===== src/rtl/dmac_request_arbiter.sv =====
// Request latch, channel arbiter and AHB bus-request FSM ahead of the DMAC datapath.
// Optional DMAC_ARB_ROUND_ROBIN_EN: alternate channels when both are pending.
module dmac_request_arbiter #(
    parameter int GRANT_TIMEOUT = 16,
    parameter int CNT_W         = 5
) (
    input  logic       clk,
    input  logic       rst,
    input  logic [1:0] dma_req,
    input  logic       c_config,
    input  logic       irq,
    input  logic       hgrant,
    output logic       hbusreq,
    output logic       channel_en_1,
    output logic       channel_en_2,
    output logic       con_en,
    output logic       con_sel,
    output logic [1:0] dma_ack,
    output logic       busy,
    output logic       grant_err
);

    typedef enum logic [1:0] {
        IDLE    = 2'd0,
        REQ_BUS = 2'd1,
        ACTIVE  = 2'd2,
        DONE    = 2'd3
    } state_t;

    localparam bit              TO_EN    = (GRANT_TIMEOUT > 0);
    localparam logic [CNT_W-1:0] CNT_LAST = CNT_W'((GRANT_TIMEOUT > 0) ? GRANT_TIMEOUT - 1 : 0);

    state_t           state;
    logic [1:0]       pending;
    logic [1:0]       clr;
    logic [CNT_W-1:0] cnt;
    logic             winner;

`ifdef DMAC_ARB_ROUND_ROBIN_EN
    logic last_served;

    always_comb begin
        winner = ~pending[0];
        if (pending == 2'b11)
            winner = ~last_served;
    end

    always_ff @(posedge clk or posedge rst) begin
        if (rst)
            last_served <= 1'b0;
        else if (state == DONE)
            last_served <= con_sel;
    end
`else
    always_comb begin
        winner = ~pending[0];
    end
`endif

    // Served channel is released in DONE; a fresh request on the same edge keeps it pending.
    always_comb begin
        clr = 2'b00;
        if (state == DONE)
            clr = con_sel ? 2'b10 : 2'b01;
    end

    always_ff @(posedge clk or posedge rst) begin
        if (rst)
            pending <= 2'b00;
        else
            pending <= (pending & ~clr) | dma_req;
    end

    always_ff @(posedge clk or posedge rst) begin
        if (rst) begin
            state        <= IDLE;
            cnt          <= '0;
            hbusreq      <= 1'b0;
            channel_en_1 <= 1'b0;
            channel_en_2 <= 1'b0;
            con_en       <= 1'b0;
            con_sel      <= 1'b0;
            dma_ack      <= 2'b00;
            busy         <= 1'b0;
            grant_err    <= 1'b0;
        end else begin
            con_en    <= 1'b0;
            dma_ack   <= 2'b00;
            grant_err <= 1'b0;
            case (state)
                IDLE: begin
                    if (c_config && pending != 2'b00) begin
                        con_sel <= winner;
                        con_en  <= 1'b1;
                        hbusreq <= 1'b1;
                        busy    <= 1'b1;
                        cnt     <= '0;
                        state   <= REQ_BUS;
                    end
                end
                REQ_BUS: begin
                    if (hgrant) begin
                        channel_en_1 <= ~con_sel;
                        channel_en_2 <= con_sel;
                        state        <= ACTIVE;
                    end else if (TO_EN && cnt == CNT_LAST) begin
                        grant_err <= 1'b1;
                        hbusreq   <= 1'b0;
                        busy      <= 1'b0;
                        state     <= IDLE;
                    end else if (TO_EN) begin
                        cnt <= cnt + CNT_W'(1);
                    end
                end
                ACTIVE: begin
                    // Locked burst: only irq ends the transfer.
                    if (irq) begin
                        channel_en_1 <= 1'b0;
                        channel_en_2 <= 1'b0;
                        hbusreq      <= 1'b0;
                        dma_ack      <= con_sel ? 2'b10 : 2'b01;
                        state        <= DONE;
                    end
                end
                DONE: begin
                    busy  <= 1'b0;
                    state <= IDLE;
                end
                default: state <= IDLE;
            endcase
        end
    end

endmodule


===== config.mk =====
export PLATFORM = sky130hd
export DESIGN_NAME = dmac_request_arbiter
export DESIGN_NICKNAME = d
export VERILOG_FILES = /design/src/rtl/dmac_request_arbiter.sv
export SDC_FILE = /design/constraint.sdc
export NUM_CORES = 1
export LEC_CHECK = 0
export CAP_MARGIN = 20
export CORE_UTILIZATION = 45
export CTS_CLUSTER_DIAMETER = 120
export DETAILED_ROUTE_END_ITERATION = 12
export GPL_ROUTABILITY_DRIVEN = 0
export PLACE_DENSITY_LB_ADDON = 0.15
export SYNTH_ARGS = -nofsm -noshare
export SYNTH_HDL_FRONTEND = slang
export SYNTH_SLANG_ARGS = --single-unit
export TNS_END_PERCENT = 50

===== constraint.sdc =====
create_clock -name clk -period 4.06 [get_ports clk]
set_input_delay 0.609 -clock clk [delete_from_list [all_inputs] [get_ports clk]]
set_output_delay 0.609 -clock clk [all_outputs]
set_load 0.01 [all_outputs]

* Yosys cells after proc, flatten, opt, wreduce, memory -nomap -nowiden
Cells that the tools add are included.
** Word-level totals
- Bits in registers :: 18
- Word-level logic and storage cells :: 69
- Bits in latches :: 0
- Memory bits (read-only) :: 0
- Memories :: 0
- Bits in writable memories :: 0
** Cells by class
- $mul :: 0
- Bitwise operators :: 5
- Equality and inequality tests :: 11
- Muxes and demuxes :: 28
- Reductions and logical operators :: 13
- Divide/modulo/power cells :: 0
- Shift operators :: 0
- Add/subtract/negate cells :: 1
- Magnitude comparators :: 0
** Operators by type and width (count)
- two-way mux 2 bit :: 8
- two-way mux 5 bit :: 3
- inequality test 2 bit (second input constant) :: 6
- two-way mux 1 bit :: 11
- case mux 5 bit (2 select lines) :: 1
- case mux 2 bit (4 select lines) :: 1
- AND reduction 4 bit :: 2
- case mux 1 bit (3 select lines) :: 2
- AND reduction 3 bit :: 2
- nonzero test 2 bit :: 3
- nonzero test 3 bit :: 2
- adder 5 x 1 -> 5 bit (second input constant) :: 1
- == test 5 x 4 -> 1 bit (second input constant) :: 1
- AND reduction 5 bit :: 1
- == test 2 bit (second input constant) :: 2
- case mux 1 bit (2 select lines) :: 2
- inequality test 3 bit (second input constant) :: 1
- bitwise AND 2 bit :: 1
- == test 2 x 1 -> 1 bit (second input constant) :: 1
- zero test 2 bit :: 1
- inverter 1 bit :: 2
- inverter 2 bit :: 1
- OR 2 bit :: 1
- AND reduction 2 bit :: 1
- logical AND 1 bit :: 1

* Longest topological paths before layout
Gate-level depths: netlist (run 1).
- Depth after elaboration :: 5
- Depth in mapped cells :: 8
- Gate-level depth less buffers :: 7

* Worst setup path before layout (run 1)
OpenSTA, ideal clock, no wires.
- Path type :: register to register
- Start point :: register cnt[0]
- End point :: register cnt[3]
- Arrival time :: 1.681 ns
- Cell stages (with the launch flop) :: 8
- Library setup time :: 0.126 ns
- Path buffers :: 1
- Slack :: 2.253 ns
- Required time :: 3.934 ns
- Path through :: dfrtp_1 ha_1 and3_1 ha_1 buf_2 nand4b_1 and3_1 a221o_1
** Between the ends
- Longest elaborated chain between the ends :: 4
- Elaborated cells between the ends (all ways) :: 7
- Those cells by class :: add/sub (1); eq/ne (2); mux (3); reduce/logical (1)
** RTL lines
- start: declaration :: line 36 : logic [CNT_W-1:0] cnt;
- start signal: assignment :: line 112 : cnt <= cnt + CNT_W'(1);
- adder 5 x 1 -> 5 bit :: line 112
- two-way mux 5 bit :: line 106 : end else if (TO_EN && cnt == CNT_LAST) begin
- two-way mux 5 bit :: line 102 : if (hgrant) begin
- case mux 5 bit (2 select lines) :: line 90 : case (state)
Parallel ways exist; a longest one is shown, timed or not. The select of a mux whose other input is x is not followed.
A chain may end at the register's enable or synchronous reset.

* Worst setup path after layout (run 1)
Ends and elaborated chain as after synthesis.

==> results.rst, run 1 <==
.. list-table::
   :header-rows: 1

   * - Metric
     - Value
   * - Layout-stage area growth over the synthesis result
     - 19.17%
   * - Type of element launching the critical path
     - flip-flop
   * - Count of flip-flops with a built-in enable after synthesis
     - 0
   * - Max incr delay on CP
     - 440 ps
   * - Routed len/inst
     - 12.65 um
   * - Final hold violation count
     - 0
   * - I/O pin count
     - 16
   * - Critical Path End Type
     - flip-flop
   * - Maximum count of clock buffers along a single path
     - 2
   * - Final sum of negative setup slack
     - 0 ps
   * - Max-slew violations
     - 0
   * - Yosys top cell area share
     - 46.63%
   * - Class of the worst hold path
     - reg -> reg
   * - Antenna Nets Post-Route
     - 0
   * - TritonCTS buffer count
     - 3
   * - Pre-Repair DR Iteration Count
     - 4
   * - Post-CTS Hold Buffers
     - 0
   * - Std-Cell Core Area
     - 1982 um2
   * - Slowest cell on the critical path
     - sky130_fd_sc_hd__dfrtp_1
   * - Slack of the worst reg-to-reg path
     - around 2100 ps
   * - Post-Syn Instances
     - 91
   * - Cell type with the highest aggregate area in the netlist
     - sky130_fd_sc_hd__dfrtp_1
   * - CP arrival
     - about 2100 ps
   * - Largest net degree at the start of global routing
     - 19
   * - Cell types with the largest area share after synthesis
     - sky130_fd_sc_hd__dfrtp_1 47%, sky130_fd_sc_hd__ha_1 9.1%, sky130_fd_sc_hd__inv_1 3.5%
   * - Run status
     - finished clean
   * - Wire length of the first global-routing pass
     - roughly 3100 um
   * - Total grt overflow
     - 0
   * - Most common cell in the netlist
     - sky130_fd_sc_hd__dfrtp_1
   * - Leakage power total
     - 0.5269 nW
   * - Overall die area
     - approximately 2300 um2
   * - Share of cells above drive strength 1
     - 7.547%
   * - Portion of the clock cycle consumed by the worst path in the final layout
     - roughly 48%
   * - Transition at the pin with the smallest max-transition slack
     - between 600 and 700 ps
   * - Setup-violating endpoint count in the final report
     - 0
   * - Worst path setup slack after routing
     - ~2100 ps
   * - Mapped Nets
     - 105
   * - Later-pin clock latency in the skew report
     - 290 ps
   * - Routed vias/inst
     - 5.504
   * - Antenna violations before repair
     - 0
   * - Worst-path fanout max
     - 9
   * - Proportion of register bits with asynchronous set or reset after synthesis
     - 100.0%
   * - Total Wirelength
     - between 1500 and 2000 um
   * - H-tree depth reported by CTS
     - 1
   * - Detailed placement HPWL
     - 1231 um
   * - Synthesis-stage register bit count
     - 18
   * - Type of the worst setup path
     - reg -> reg
   * - Part of the Yosys area used for sequential elements
     - 46.63%
   * - Post-cts repair resize count
     - 0
   * - Power per unit of standard cell area
     - 627.4 nW/um2
   * - Final #Nets
     - 122
   * - Number of DRC violations after detailed routing
     - 0
   * - Number of warnings printed during yosys synthesis
     - 0
   * - Vias
     - 732
   * - Unrepaired setup endpoints after global routing
     - false
   * - Mapped cell area
     - 965.9 um2
   * - Final critical delay including setup and external delays
     - 1932 ps
   * - Tightest slew margin relative to the limit
     - 55.07%
   * - Peak clock frequency supported by timing
     - 0.5175 GHz
   * - Count of buffers inserted at the top-level ports
     - 15
   * - Post-CTS setup buffer count
     - 0
   * - Clock tree root driver cell
     - sky130_fd_sc_hd__clkbuf_4
   * - Critical path buffer and inverter count
     - 0
   * - CTS clk-pin slew, worst paths
     - 100 ps
   * - Filler cells
     - 167
   * - Maximum capacitance violations
     - 0
   * - Top FF cell, synth
     - sky130_fd_sc_hd__dfrtp_1
   * - Number of clock sinks
     - 18
   * - Data required time of the worst path
     - 4250 ps
   * - Die outline width
     - 48.33 um
   * - Setup WS pre-CTS
     - 1912 ps
   * - Finished Cell Area
     - approximately 1200 um2
   * - Number of global-route vias before repair
     - 655
   * - Initial standard-cell utilization of the core
     - ~49%
   * - VDD IR max
     - 0.3401 mV
   * - Clock Skews
     - 3.943 ps
   * - Y dimension of the die
     - a little under 50 um
   * - Number of DRC markers in iteration 0
     - 21
   * - Cell chain of the critical path
     - ha_1 > and3_1 > ha_1 > nand4b_1 > and3_1 > a221o_1
   * - Standard cell area after detailed placement
     - between 1000 and 1500 um2
   * - Most used standard cells in the synthesized netlist
     - 18 x sky130_fd_sc_hd__dfrtp_1, 9 x sky130_fd_sc_hd__inv_1, 7 x sky130_fd_sc_hd__ha_1
   * - Standard-cell rows
     - 16
   * - Kind of cell with the highest combined delay on the critical path
     - simple AND/OR/NAND/NOR gates
   * - Avg Cell Area, Syn
     - around 11 um2
   * - Clock tree from TritonCTS
     - done
   * - Antenna diode instance count
     - 0
   * - Total GRT Usage
     - 17.58%
   * - Number of distinct library cell variants in the gate-level netlist after synthesis
     - 35
cells by family after synthesis:
| logic type | after synthesis | share of synthesized area, % |
|---|---|---|
| buffers and inverters | 12 | 5.699 |
| adders and majority gates | 7 | 9.067 |
| muxes | 1 | 1.036 |
| and+or+nand+nor | 27 | 15.29 |
| DFF | 18 | 46.63 |
| AOI/OAI and AO/OA | 26 | 22.28 |
cells in the final DEF (no fill, tap or decap):
master                            count
sky130_fd_sc_hd__ha_1                 7
sky130_fd_sc_hd__o2bb2ai_1            1
sky130_fd_sc_hd__nand4b_1             1
sky130_fd_sc_hd__a31oi_1              1
sky130_fd_sc_hd__a211o_1              1
sky130_fd_sc_hd__nand2_1              6
sky130_fd_sc_hd__nand2b_1             1
sky130_fd_sc_hd__a32oi_1              1
sky130_fd_sc_hd__o22ai_1              2
sky130_fd_sc_hd__o31ai_1              1
sky130_fd_sc_hd__nand2_2              1
sky130_fd_sc_hd__nor3_1               1
sky130_fd_sc_hd__a21o_1               3
sky130_fd_sc_hd__a21boi_4             1
sky130_fd_sc_hd__nor2b_1              3
sky130_fd_sc_hd__dfrtp_1             18
sky130_fd_sc_hd__o21ai_2              2
sky130_fd_sc_hd__nor4_1               1
sky130_fd_sc_hd__nand3_1              1
sky130_fd_sc_hd__a22o_1               3
sky130_fd_sc_hd__nor3b_2              1
sky130_fd_sc_hd__a211oi_1             1
sky130_fd_sc_hd__a21oi_1              3
sky130_fd_sc_hd__mux2i_1              1
sky130_fd_sc_hd__and3_1               3
sky130_fd_sc_hd__a221o_1              2
sky130_fd_sc_hd__clkbuf_4             3
sky130_fd_sc_hd__inv_1                9
sky130_fd_sc_hd__o32a_1               1
sky130_fd_sc_hd__nor2_1               6
sky130_fd_sc_hd__o21bai_1             1
sky130_fd_sc_hd__nor3b_1              1
sky130_fd_sc_hd__or2b_1               1
sky130_fd_sc_hd__o41ai_1              2
sky130_fd_sc_hd__clkdlybuf4s50_1     15
per-layer routing:
layer / wire length [um] / global-route usage, %
met5: 0 / 0
met3: 72 / 4.403
met4: 39 / 12.25
met1: 891 / 26.18
met2: 679 / 21.83
report_power, final:
part	leakage [nW]	switching, W	internal, W
logic	0.288	0.000180	0.000174
registers	0.225	0.0000477	0.000233
clock network	0.0138	0.0000528	0.0000346
through the flow:
| stage | cells | util (%) | hold WS, ps | total power [W] |
|---|---|---|---|---|
| floorplan | 91 | - | 460.6 | 0.0005252 |
| global placement | 130 | 56.94 | 473.2 | 0.0006327 |
| detailed placement | 130 | 56.94 | 483.8 | 0.0006371 |
| CTS | 133 | 58.08 | 499.4 | 0.0007299 |
| global route | 133 | 58.08 | 530.8 | 0.0007848 |
| finish | 133 | 58.08 | 501.0 | 0.0007221 |
layout make-up:
type / count / area, um2 / area share [%]
clock buffer: 3 / 22.52 / 1.957
inverter: 9 / 33.78 / 2.935
multi-input combinational: 61 / 460.4 / 40.00
sequential: 18 / 450.4 / 39.13
tap: 27 / 33.78 / 2.935
timing repair buffer: 15 / 150.1 / 13.04
sequential cells by signal (all words and copies together) (netlist names), named ones only:
| name | cells |
|---|---|
| busy | 1 |
| state | 1 |
| grant_err | 1 |
| con_sel | 1 |
| con_en | 1 |
| channel_en_2 | 1 |
| dma_ack | 2 |
| pending | 2 |
| channel_en_1 | 1 |
| cnt | 5 |
| hbusreq | 1 |
final timing paths:
path	from	endpoint	cells after the start
min in group asynchronous	rst	busy	2
max in group asynchronous	rst	asynchronous set/reset pin	2
setup reg to reg	cnt[0]	cnt[3]	6
hold / removal	pending[0]	con_sel	1
hold reg to reg	pending[0]	con_sel	1
setup / recovery	cnt[0]	cnt[3]	6
(Power assumes the default switching activity.)
==> inputs of run 2 (changes only) <==
- clock period: 4.06 -> 2 ns (I/O delays scaled with it)
==> results.rst, run 2 (synthesis gave the netlist of run 1 again) <==
.. list-table::
   :header-rows: 1

   * - Metric
     - Value
   * - Antenna Nets Post-Route
     - 0 (unchanged)
   * - Routed vias/inst
     - 5.228 (was 5.504)
   * - Pre-Repair DR Iteration Count
     - 4 (unchanged)
   * - Class of the worst hold path
     - in -> async (was reg -> reg)
   * - Critical path buffer and inverter count
     - 0 (unchanged)
   * - Final hold violation count
     - 0 (unchanged)
   * - Number of DRC violations after detailed routing
     - 0 (unchanged)
   * - Register bank with the most flops
     - cnt (unchanged)
   * - Initial standard-cell utilization of the core
     - 48.74% (unchanged)
   * - H-tree depth reported by CTS
     - 1 (unchanged)
   * - Unrepaired setup endpoints after global routing
     - false (unchanged)
   * - I/O pin count
     - 16 (unchanged)
   * - Number of global-route vias before repair
     - 662 (was 655)
   * - Largest net degree at the start of global routing
     - 19 (unchanged)
   * - Routed len/inst
     - 12.90 um (was 12.65 um)
   * - Clock tree from TritonCTS
     - done (unchanged)
   * - Transition at the pin with the smallest max-transition slack
     - 682.1 ps (was 673.3 ps)
   * - Max incr delay on CP
     - 430 ps (was 440 ps)
   * - Final critical delay including setup and external delays
     - 1833 ps (was 1932 ps)
   * - Filler cells
     - 167 (unchanged)
   * - Total grt overflow
     - 0 (unchanged)
   * - Worst-path fanout max
     - 9 (unchanged)
   * - Max-slew violations
     - 0 (unchanged)
   * - Maximum count of clock buffers along a single path
     - 2 (unchanged)
   * - Worst setup path startpoint
     - cnt[0] (unchanged)
   * - Most numerous cell on the critical path
     - sky130_fd_sc_hd__and3_1
   * - Total Wirelength
     - 1755 um (was 1682 um)
   * - Number of DRC markers in iteration 0
     - 18 (was 21)
   * - VDD IR max
     - 0.7959 mV (was 0.3401 mV)
   * - Slowest cell on the critical path
     - sky130_fd_sc_hd__dfrtp_1 (unchanged)
   * - Clock tree root driver cell
     - sky130_fd_sc_hd__clkbuf_4 (unchanged)
   * - Clock Skews
     - 5.275 ps (was 3.943 ps)
   * - Cell chain of the critical path
     - ha_1 > and3_1 > ha_2 > nand4b_1 > and3_1 > a221o_1 (was ha_1 > and3_1 > ha_1 > nand4b_1 > and3_1 > a221o_1)
   * - Number of flip-flops in the largest register
     - 5 (unchanged)
   * - Tightest slew margin relative to the limit
     - 54.47% (was 55.07%)
   * - Registers with the most flip-flops
     - cnt x5, dma_ack x2, pending x2 (unchanged)
   * - TritonCTS buffer count
     - 3 (unchanged)
   * - Y dimension of the die
     - 48.33 um (unchanged)
   * - Std-Cell Core Area
     - 1982 um2 (unchanged)
   * - Maximum capacitance violations
     - 0 (unchanged)
   * - Number of clock sinks
     - 18 (unchanged)
   * - Leakage power total
     - 0.5427 nW (was 0.5269 nW)
   * - Count of buffers inserted at the top-level ports
     - 15 (unchanged)
   * - Kind of cell with the highest combined delay on the critical path
     - simple AND/OR/NAND/NOR gates (unchanged)
   * - CTS clk-pin slew, worst paths
     - 110 ps (was 100 ps)
   * - CP arrival
     - 2030 ps (was 2120 ps)
   * - Power per unit of standard cell area
     - 1295 nW/um2 (was 627.4 nW/um2)
   * - Most common library cell in the layout ignoring fill and taps
     - sky130_fd_sc_hd__dfrtp_1 (unchanged)
   * - Critical R2R Launch
     - cnt[0] (unchanged)
   * - Finished Cell Area
     - 1182 um2 (was 1151 um2)
   * - Hold Worst Slack
     - 396.6 ps (was 501.0 ps)
   * - Antenna violations before repair
     - 0 (unchanged)
   * - Later-pin clock latency in the skew report
     - 300 ps (was 290 ps)
   * - Final #Nets
     - 124 (was 122)
   * - Data required time of the worst path
     - 2190 ps (was 4250 ps)
   * - Most used cells in the layout excluding fill and tap cells
     - 18 x sky130_fd_sc_hd__dfrtp_1, 15 x sky130_fd_sc_hd__clkdlybuf4s50_1, 9 x sky130_fd_sc_hd__inv_1 (unchanged)
   * - Type of the worst setup path
     - reg -> reg (unchanged)
   * - Detailed placement HPWL
     - 1323 um (was 1231 um)
   * - Type of element launching the critical path
     - flip-flop (unchanged)
   * - Antenna diode instance count
     - 0 (unchanged)
   * - Critical Path End Type
     - flip-flop (unchanged)
   * - Die outline width
     - 48.33 um (unchanged)
   * - Setup-violating endpoint count in the final report
     - 0 (unchanged)
   * - Power Total
     - 0.001532 W (was 0.0007221 W)
   * - Share of cells above drive strength 1
     - 11.01% (was 7.547%)
   * - Vias
     - 711 (was 732)
   * - Standard cell area after detailed placement
     - 1144 um2 (was 1129 um2)
   * - Overall die area
     - 2336 um2 (unchanged)
   * - Peak clock frequency supported by timing
     - 0.5457 GHz (was 0.5175 GHz)
   * - Layout-stage area growth over the synthesis result
     - 22.41% (was 19.17%)
   * - Post-CTS Hold Buffers
     - 0 (unchanged)
   * - Slack of the worst reg-to-reg path
     - 170 ps (was 2130 ps)
   * - Total GRT Usage
     - 16.77% (was 17.58%)
   * - Final sum of negative setup slack
     - 0 ps (unchanged)
   * - Wire length of the first global-routing pass
     - 2980 um (was 3077 um)
   * - Run status
     - finished clean (unchanged)
   * - Standard-cell rows
     - 16 (unchanged)
   * - Portion of the clock cycle consumed by the worst path in the final layout
     - 91.63% (was 47.60%)
==> run 2: worst reg2reg max path: stages, from the launching register on <==
cell	delay (ps)
sky130_fd_sc_hd__dfrtp_1	430
sky130_fd_sc_hd__ha_1	230
sky130_fd_sc_hd__and3_1	190
sky130_fd_sc_hd__ha_2	230
sky130_fd_sc_hd__nand4b_1	200
sky130_fd_sc_hd__and3_1	200
sky130_fd_sc_hd__a221o_1	250
==> run 2: what timing repair did <==
| item | in CTS | in global routing |
|---|---|---|
| setup buffers | 0 | 0 |
| resized for setup | 0 | 1 |
| setup endpoints to repair | 0 | 2 |
==> run 2: worst paths after layout <==
kind,to,cells after the start
worst max register to register,cnt[3],6
min in group clk,con_sel,1
worst min-delay path,channel_en_1,2
worst max-delay path,cnt[3],6
max in group asynchronous,hbusreq,2
worst min register to register,con_sel,1
==> run 2: power by group <==
group / leakage [nW] / switching (W) / internal, W
Clock: 0.0210 / 0.000115 / 0.000111
Combinational: 0.297 / 0.000372 / 0.000366
Sequential: 0.225 / 0.0000944 / 0.000473
Total: 0.543 / 0.000582 / 0.000950
==> run 2: layer usage <==
layer	GRT usage (%)	wire [um]	share of wire [%]	up-vias
met2	24.18	772	44	18
met5	0	0	0	-
met4	8.824	38	2.2	0
met1	23.84	879	50	323
met3	3.145	64	3.6	5
li1	-	-	-	365
==> run 2: metrics by stage <==
step / setup WS, ps / cells / util, %
6_report: 167.4 / 136 / 59.66
5_1_grt: 70.28 / 136 / 59.66
4_1_cts: 92.66 / 136 / 59.53
3_5_place_dp: 114.5 / 132 / 57.70
3_3_place_gp: 183.4 / 132 / 57.70
2_1_floorplan: 193.4 / 91 / -
==> run 2: area by class of cell <==
| cell class | count | area (um2) | share of cell area [%] |
|---|---|---|---|
| Clock buffer | 4 | 36.28 | 3.069 |
| Multi-Input combinational cell | 61 | 462.9 | 39.15 |
| Inverter | 9 | 33.78 | 2.857 |
| Tap cell | 27 | 33.78 | 2.857 |
| Sequential cell | 18 | 450.4 | 38.10 |
| Timing Repair Buffer | 17 | 165.2 | 13.97 |
